### src/rtl/spu_pkg.sv
// Shared types and constants for the SPU decode stage.
//   fmt_e  : instruction format code carried on out_fmt
//   IMM_SEL_* : select codes understood by imm_select
//   OP_*   : opcode values matched by the field decoder
//   dec_t  : decoded bundle stored in the decode-stage queue
package spu_pkg;

  typedef enum logic [2:0] {
    FMT_RR   = 3'd0,
    FMT_RRR  = 3'd1,
    FMT_RI7  = 3'd2,
    FMT_RI10 = 3'd3,
    FMT_RI16 = 3'd4,
    FMT_RI18 = 3'd5,
    FMT_ILL  = 3'd7
  } fmt_e;

  localparam logic [1:0] IMM_SEL_I7  = 2'b00;
  localparam logic [1:0] IMM_SEL_I10 = 2'b01;
  localparam logic [1:0] IMM_SEL_I16 = 2'b10;
  localparam logic [1:0] IMM_SEL_I18 = 2'b11;

  localparam logic [3:0]  OP_FMA  = 4'hE;
  localparam logic [6:0]  OP_ILA  = 7'h21;
  localparam logic [7:0]  OP_AI   = 8'h1C;
  localparam logic [8:0]  OP_IL   = 9'h081;
  localparam logic [10:0] OP_SHLI = 11'h07B;
  localparam logic [10:0] OP_A    = 11'h0C0;

  typedef struct packed {
    fmt_e       fmt;
    logic [1:0] imm_sel;
    logic       uses_imm;
    logic [6:0] ra;
    logic [6:0] rb;
    logic [6:0] rc;
    logic [6:0] rt;
    logic       rt_we;
    logic       illegal;
  } dec_t;

  localparam int DEC_W = $bits(dec_t);

endpackage

### src/rtl/spu_field_decode.sv
// Pure combinational SPU instruction classifier.
//   instr : 32-bit instruction word
//   dec   : packed dec_t bundle (format, imm select, register fields, flags)
// Opcodes are tried from the shortest opcode field to the longest; the first
// hit wins. Register fields not used by the matched format are forced to 0.
module spu_field_decode
  import spu_pkg::*;
(
  input  logic [31:0]      instr,
  output logic [DEC_W-1:0] dec
);

  dec_t d;

  always_comb begin
    d          = '0;
    d.fmt      = FMT_ILL;
    d.illegal  = 1'b1;
    d.rt_we    = 1'b0;
    if (instr[3:0] == OP_FMA) begin
      d.fmt = FMT_RRR;
      d.rt  = instr[10:4];
      d.rb  = instr[17:11];
      d.ra  = instr[24:18];
      d.rc  = instr[31:25];
    end else if (instr[6:0] == OP_ILA) begin
      d.fmt      = FMT_RI18;
      d.imm_sel  = IMM_SEL_I18;
      d.uses_imm = 1'b1;
      d.rt       = instr[31:25];
    end else if (instr[7:0] == OP_AI) begin
      d.fmt      = FMT_RI10;
      d.imm_sel  = IMM_SEL_I10;
      d.uses_imm = 1'b1;
      d.ra       = instr[24:18];
      d.rt       = instr[31:25];
    end else if (instr[8:0] == OP_IL) begin
      d.fmt      = FMT_RI16;
      d.imm_sel  = IMM_SEL_I16;
      d.uses_imm = 1'b1;
      d.rt       = instr[31:25];
    end else if (instr[10:0] == OP_A) begin
      d.fmt = FMT_RR;
      d.rb  = instr[17:11];
      d.ra  = instr[24:18];
      d.rt  = instr[31:25];
    end else if (instr[10:0] == OP_SHLI) begin
      // Bits [17:11] hold i7 here, so rb stays 0.
      d.fmt      = FMT_RI7;
      d.imm_sel  = IMM_SEL_I7;
      d.uses_imm = 1'b1;
      d.ra       = instr[24:18];
      d.rt       = instr[31:25];
    end
    if (d.fmt != FMT_ILL) begin
      d.illegal = 1'b0;
      d.rt_we   = 1'b1;
    end
  end

  assign dec = d;

endmodule

### src/rtl/spu_decode_stage.sv
// SPU instruction decode stage feeding imm_select.
// Decodes the incoming word combinationally and stores the decoded bundle in
// a 2-entry elastic queue; out_* always come from queue registers.
//   clk, rst (sync, active-high), flush (sync queue clear)
//   in_valid/in_ready/in_instr/in_pc     : upstream handshake + payload
//   out_valid/out_ready                  : downstream handshake
//   out_instr/out_pc/out_fmt/out_imm_sel/out_uses_imm/out_ra/rb/rc/rt/
//   out_rt_we/out_illegal                : head entry, all 0 when empty
//   illegal_sticky : set when an illegal entry is popped, cleared by rst
//   dec_count      : number of popped entries (wraps)
module spu_decode_stage
  import spu_pkg::*;
#(
  parameter int PC_W  = 32,
  parameter int CNT_W = 16
) (
  input  logic             clk,
  input  logic             rst,
  input  logic             flush,
  input  logic             in_valid,
  output logic             in_ready,
  input  logic [31:0]      in_instr,
  input  logic [PC_W-1:0]  in_pc,
  output logic             out_valid,
  input  logic             out_ready,
  output logic [31:0]      out_instr,
  output logic [PC_W-1:0]  out_pc,
  output logic [2:0]       out_fmt,
  output logic [1:0]       out_imm_sel,
  output logic             out_uses_imm,
  output logic [6:0]       out_ra,
  output logic [6:0]       out_rb,
  output logic [6:0]       out_rc,
  output logic [6:0]       out_rt,
  output logic             out_rt_we,
  output logic             out_illegal,
  output logic             illegal_sticky,
  output logic [CNT_W-1:0] dec_count
);

  localparam int ENT_W = 32 + PC_W + DEC_W;

  // ---- stage p0: combinational decode of the incoming word ----
  logic [DEC_W-1:0] dec_p0;
  logic [ENT_W-1:0] ent_p0;

  spu_field_decode u_dec (
    .instr (in_instr),
    .dec   (dec_p0)
  );

  assign ent_p0 = {in_instr, in_pc, dec_p0};

  // ---- stage p1: 2-entry queue, ent0_p1 is the head ----
  logic [ENT_W-1:0] ent0_p1, ent1_p1, head_p1;
  logic [1:0]       cnt_p1;
  logic             vld_p1, push, pop, load_head;
  dec_t             head_dec;

  assign vld_p1   = (cnt_p1 != 2'd0);
  assign in_ready = !rst && !flush && (cnt_p1 != 2'd2);
  assign push     = in_valid && in_ready;
  assign pop      = vld_p1 && out_ready;
  // New word goes straight to the head when the queue is, or is about to be, empty.
  assign load_head = push && ((cnt_p1 == 2'd0) || pop);

  always_ff @(posedge clk) begin
    if (rst) begin
      cnt_p1         <= 2'd0;
      illegal_sticky <= 1'b0;
      dec_count      <= '0;
    end else begin
      if (pop) begin
        dec_count <= dec_count + 1'b1;
        if (head_dec.illegal) illegal_sticky <= 1'b1;
      end
      if (flush) cnt_p1 <= 2'd0;
      else       cnt_p1 <= cnt_p1 + {1'b0, push} - {1'b0, pop};
    end
  end

  always_ff @(posedge clk) begin
    if (load_head)  ent0_p1 <= ent_p0;
    else if (pop)   ent0_p1 <= ent1_p1;
    if (push && !load_head) ent1_p1 <= ent_p0;
  end

  // Empty queue presents all-zero outputs regardless of stale entry contents.
  assign head_p1  = vld_p1 ? ent0_p1 : '0;
  assign head_dec = dec_t'(head_p1[DEC_W-1:0]);

  assign out_valid    = vld_p1;
  assign out_instr    = head_p1[ENT_W-1 -: 32];
  assign out_pc       = head_p1[DEC_W +: PC_W];
  assign out_fmt      = head_dec.fmt;
  assign out_imm_sel  = head_dec.imm_sel;
  assign out_uses_imm = head_dec.uses_imm;
  assign out_ra       = head_dec.ra;
  assign out_rb       = head_dec.rb;
  assign out_rc       = head_dec.rc;
  assign out_rt       = head_dec.rt;
  assign out_rt_we    = head_dec.rt_we;
  assign out_illegal  = head_dec.illegal;

endmodule

### config.mk
export PLATFORM = sky130hd
export DESIGN_NAME = spu_decode_stage
export DESIGN_NICKNAME = d
export VERILOG_FILES = /design/src/rtl/spu_pkg.sv /design/src/rtl/spu_field_decode.sv /design/src/rtl/spu_decode_stage.sv
export SDC_FILE = /design/constraint.sdc
export NUM_CORES = 1
export LEC_CHECK = 0
export CAP_MARGIN = 15
export CORE_ASPECT_RATIO = 1.5
export CORE_MARGIN = 2
export CORE_UTILIZATION = 40
export DETAILED_ROUTE_END_ITERATION = 12
export PLACE_DENSITY_LB_ADDON = 0.08
export SYNTH_ARGS = -nofsm -noshare
export SYNTH_HDL_FRONTEND = slang
export SYNTH_SLANG_ARGS = --single-unit
### constraint.sdc
create_clock -name clk -period 27.3 [get_ports clk]
set_input_delay 2.73 -clock clk [delete_from_list [all_inputs] [get_ports clk]]
set_output_delay 2.73 -clock clk [all_outputs]
set_load 0.005 [all_outputs]
After elaboration in Yosys (flattened, before gate mapping) --
Cells that the tools add are included.
Word-level totals: register bits after elaboration 219, bits in latches 0, RAM bits 0, ROM bits 0, input port bits 69, output and inout port bits 119, word-level logic and storage cells 61, memories kept 0
Cells by class: $add $sub $neg 3, multiply operators 0, div/mod/pow operators 0, $lt $le $gt $ge 0, equal/unequal tests 8, shift-type cells 0, multiplexer cells 30, bitwise logic cells 0, reduce and logical (&&, ||, !) cells 15
Operators by type and width (count):
- two-way mux 100 bit | 3
- two-way mux 13 bit | 7
- two-way mux 7 bit | 10
- two-way mux 14 bit | 3
- adder 16 x 1 -> 16 bit, second input constant | 1
- two-way mux 3 bit | 4
- two-way mux 6 bit | 2
- == test 11 x 7 -> 1 bit, second input constant | 1
- == test 11 x 8 -> 1 bit, second input constant | 1
- == test 9 x 8 -> 1 bit, second input constant | 1
- == test 8 x 5 -> 1 bit, second input constant | 1
- == test 7 x 6 -> 1 bit, second input constant | 1
- logical AND 1 bit | 6
- == test 4 bit, second input constant | 1
- nonzero test 2 bit | 2
- logical NOT 1 bit | 3
- inequality test 3 bit, second input constant | 1
- adder 2 x 1 -> 2 bit | 1
- logical NOT 2 bit | 1
- two-way mux 2 bit | 1
- inequality test 2 bit, second input constant | 1
- AND reduction 2 bit | 1
- OR reduction 2 bit | 1
- subtractor 2 x 1 -> 2 bit | 1
- logical OR 1 bit | 1

Logic depth before layout (Yosys ltp) --
depth in word-level cells 15, mapped depth 9, depth with buffers taken out 8

By module --
From an unflattened synthesis, not the netlist that was laid out.
Unflattened totals: cells, all modules 605, area total of the unflattened synthesis 9686.8 um2
By module, submodules not included:
- spu_decode_stage | times used 1, cells an instance 528, area each 9153.8 um2, sequential area each 6386.1 um2
- spu_field_decode | times used 1, cells an instance 77, area each 533.0 um2, sequential area each 0.0 um2

Worst setup path after synthesis --
OpenSTA, ideal clock, no wires.
path type input port to flip-flop, start point input port rst, end point register ent1_p1[0] (enable), library setup time 0.683 ns, arrival time 9.992 ns, data required time 26.617 ns, path slack 16.625 ns, stages 4, buffers on the path 1, cell sequence clkbuf_1 -> nor2_1 -> nand3_1 -> nor3_1
On the way: cells in the longest elaborated chain, start to end 7
RTL lines:
- start, declared | line spu_decode_stage.sv:18 | input logic rst,
- logical NOT 1 bit * | line spu_decode_stage.sv:61 | assign in_ready = !rst && !flush && (cnt_p1 != 2'd2);
- logical AND 1 bit * (2 in a row) | line spu_decode_stage.sv:61
- logical AND 1 bit * | line spu_decode_stage.sv:62 | assign push = in_valid && in_ready;
- logical AND 1 bit | line spu_decode_stage.sv:65 | assign load_head = push && ((cnt_p1 == 2'd0) || pop);
- logical NOT 1 bit | line spu_decode_stage.sv:85 | if (push && !load_head) ent1_p1 <= ent_p0;
- logical AND 1 bit * | line spu_decode_stage.sv:85
- end signal, assigned | line spu_decode_stage.sv:85
- end, declared | line spu_decode_stage.sv:55 | logic [ENT_W-1:0] ent0_p1, ent1_p1, head_p1;
Every way passes the cells marked *; elsewhere a longest branch is shown, timed or not. A chain may end at the register's enable or synchronous reset.

Worst setup path in the final report --
start point input port rst, end point output port in_ready
On the way: cells in the longest elaborated chain, start to end 3
RTL lines:
- logical NOT 1 bit | line spu_decode_stage.sv:61
- logical AND 1 bit (2 in a row) | line spu_decode_stage.sv:61
- end, declared | line spu_decode_stage.sv:21 | output logic in_ready,
Every way passes these cells.

==> impl_metrics.env <==
export IMPL_grtUsageMet1=0.220
export IMPL_drive_above_1_share=0.0661
export IMPL_ys_ff_latch=219
export IMPL_cts_sinks=219
export IMPL_grt_met3_usage=0.0309
export IMPL_critPathRequiredTime_ns=24.57
export IMPL_crit_path_start="rst"
export IMPL_gp_congestion=0.751
export IMPL_fmax_ghz=0.139
export IMPL_grt_max_degree=86
export IMPL_first_pass_iters=4
export IMPL_worst_clock_skew_ns=0.0103
export IMPL_post_cts_buffers=0
export IMPL_crit_arrival_ns=4.49
export IMPL_reg2reg_setup_slack_ns=24.05
export IMPL_critPathLaunchType="primary input"
export IMPL_clk_pin_slew_ns=0.06
export IMPL_drtIter0Drc=314
export IMPL_hold_path_class="register to register"
export IMPL_cts_tree="done"
export IMPL_grt_pass1_wl_um=33500
export IMPL_gr_total_overflow=0
export IMPL_synth_fp_nets=841
export IMPL_reg2reg_depth=6
export IMPL_cts_root_buf="clkbuf_16"
export IMPL_finalHoldViolCount=0
export IMPL_diodes=0
export IMPL_via_per_inst=4.91
export IMPL_area_delta_synth_final_pct=31.1
export IMPL_maxSlewHeadroom=0.253
export IMPL_clkLatencyLatePin_ns=0.50
export IMPL_num_rows=68
export IMPL_drcViolationCount=0
export IMPL_setup_tns_ns=0
export IMPL_grt_usage=0.174
export IMPL_tightest_slew_ns=1.12
export IMPL_setup_violations=0
export IMPL_dr_total_vias=6123
export IMPL_htreeDepth=1
export IMPL_wl_um=21000
export IMPL_fp_dieW_um=128
export IMPL_crit_path_max_fanout=19
export IMPL_antenna_found_initial=0
export IMPL_port_buffers=187
export IMPL_dp_hpwl_um=13500
export IMPL_utilization=0.530
export IMPL_setup_worst_path_class="primary input to primary output"
export IMPL_wl_per_cell_um=16.8
export IMPL_p_per_area_nw_per_um2=58.6
export IMPL_vdd_ir_drop_worst_uv=41.8
export IMPL_postRouteAntennaNets=0
export IMPL_ctsHoldBuffers=0
export IMPL_ys_seq_area_frac=0.693
export IMPL_met2_usage=0.310
export IMPL_min_period_ns=7.22
export IMPL_syn_inst=769
export IMPL_netlist_area_sq_um=9220
export IMPL_cts_resized=0
export IMPL_cts_buffer_depth=3
export IMPL_crit_path_end="in_ready"
export IMPL_grt_pass1_vias=6082
export IMPL_grt_busiest_layer="met2"
export IMPL_ios=188
export IMPL_fin_crit_sh=0.264
export IMPL_drv_cap=0
export IMPL_r2r_end="ent0_p1[16]"
export IMPL_ys_warn_count=0
export IMPL_n_fill_cell=2046
export IMPL_p_leak_nw=4.48
export IMPL_worstSetupEndpointType="primary output"
export IMPL_ys_types=42
export IMPL_slew_violations=0
export IMPL_rsz0062_at_grt="no"
export IMPL_rr_startpoint="cnt_p1[0]"
export IMPL_placed_cell_area_sq_um=11400
export IMPL_core_area_sq_um=22800
export IMPL_status="finished clean"
export IMPL_initial_core_util=0.404
export IMPL_fin_nets=1024
export IMPL_dieArea_sq_um=24300
export IMPL_cts_made_buffers=22
export IMPL_design_area_sq_um=12100
export IMPL_die_h_um=190
export IMPL_syn_avg_cell_area_sq_um=12.0
[Yosys cell counts]
cell / number / share of area
a32o_1: 1 / 0.0011
dfxtp_1: 19 / 0.041
nor2b_1: 8 / 0.0054
buf_2: 16 / 0.0087
or2_1: 2 / 0.0014
xnor2_1: 8 / 0.0076
mux2i_1: 1 / 0.0011
ha_1: 3 / 0.0041
o21ai_0: 21 / 0.011
inv_1: 9 / 0.0037
o31ai_4: 1 / 0.0023
a21oi_4: 1 / 0.0018
and3_1: 2 / 0.0014
edfxtp_1: 200 / 0.65
a21oi_1: 5 / 0.0027
nor4_1: 4 / 0.0027
and4_1: 2 / 0.0019
o31ai_1: 1 / 0.00081
nor3_1: 4 / 0.0022
nand3_1: 6 / 0.0033
nand3b_1: 1 / 0.00081
buf_6: 1 / 0.0012
mux2_2: 12 / 0.015
o21a_1: 1 / 0.00081
mux2_4: 1 / 0.0016
nor2_1: 32 / 0.013
nand2b_1: 1 / 0.00068
clkbuf_1: 19 / 0.0077
nand4_1: 5 / 0.0034
a21o_1: 1 / 0.00081
a21oi_2: 2 / 0.0019
and4b_1: 2 / 0.0022
or3_1: 3 / 0.0020
or4b_4: 1 / 0.0015
nor3b_1: 2 / 0.0016
nor4_2: 1 / 0.0014
nor2_2: 1 / 0.00068
nand2_1: 238 / 0.097
a31oi_1: 8 / 0.0054
and2_1: 116 / 0.079
xor2_1: 6 / 0.0057
o2111ai_1: 1 / 0.00095
[how the worst min path moves through the flow]
stage | start | to | slack [ns] | cells after the start
finish | dec_count[10] | dec_count[10] | 0.51 | 2
global route | ent1_p1[48] | ent0_p1[48] | 0.52 | 2
CTS | dec_count[10] | dec_count[10] | 0.51 | 2
detailed placement | ent1_p1[92] | ent0_p1[92] | 0.50 | 2
global placement | dec_count[9] | dec_count[9] | 0.48 | 2
floorplan | illegal_sticky | illegal_sticky | 0.46 | 2
[flip-flops by register name, indices dropped and copies added, names as in the netlist]
signal and flops:
cnt_p1 2, dec_count 16, ent0_p1 100, illegal_sticky 1, ent1_p1 100
[cell type report]
| cell class | instances | area (sq um) | share of cell area |
|---|---|---|---|
| sequential | 219 | 6390 | 0.529 |
| multi-input combinational | 505 | 2670 | 0.221 |
| timing repair buffer | 195 | 1950 | 0.162 |
| clock buffer | 29 | 608 | 0.0503 |
| tap | 280 | 350 | 0.0290 |
| clock inverter | 11 | 85.1 | 0.00704 |
| inverter | 9 | 33.8 | 0.00280 |
[cells in the final DEF, fill, tap and decap left out, types with 4 or more instances in the layout]
cell type	n
nand3_1	6
clkbuf_1	5
clkbuf_16	23
mux2_2	12
buf_4	7
nor2_1	32
o21ai_0	20
a31oi_1	8
and2_1	116
nand4_1	5
nand2_1	238
clkdlybuf4s50_1	187
xor2_1	6
edfxtp_1	200
a21oi_1	5
clkinv_2	5
xnor2_1	8
nor4_1	4
dfxtp_1	19
inv_1	8
nor2b_1	8
[power by group]
group	internal, mW	switching [mW]
clock	0.167	0.124
combinational	0.0215	0.0226
sequential	0.372	0.00139
total	0.560	0.148
[cell families (layout without fill, tap and decap cells)]
| family | Yosys count | count (layout) | synth area share |
|---|---|---|---|
| XOR/XNOR | 14 | 14 | 0.0133 |
| adder cells (fa/ha/maj) | 3 | 3 | 0.00407 |
| flip-flops | 219 | 219 | 0.693 |
| AO/OA/AOI/OAI | 43 | 43 | 0.0300 |
| buffers and inverters | 45 | 244 | 0.0213 |
| multiplexers | 14 | 14 | 0.0174 |
| AND/OR/NAND/NOR | 431 | 431 | 0.221 |
[stage by stage]
| stage | std cells | hold slack [ns] | setup slack (ns) | total power, mW |
|---|---|---|---|---|
| 6_report | 1248 | 0.506 | 20.08 | 0.708 |
| 5_1_grt | 1248 | 0.521 | 19.91 | 0.735 |
| 4_1_cts | 1247 | 0.511 | 20.03 | 0.717 |
| 3_5_place_dp | 1207 | 0.498 | 20.03 | 0.425 |
| 3_3_place_gp | 1207 | 0.485 | 20.05 | 0.425 |
| 2_1_floorplan | 769 | 0.460 | 16.63 | 0.400 |
[critical path, stage by stage]
cell	delay [ns]
clkdlybuf4s50_1	0.78
nor2_1	0.32
and2_1	0.16
clkdlybuf4s50_1	0.49
[routing by layer]
metal  vias up  part of all wire
met2       148              0.52
met4         0             0.019
li1       2989                 -
met5         -                 0
met3        28             0.054
met1      2958              0.40
No activity file was read; power rests on OpenSTA's default activity.
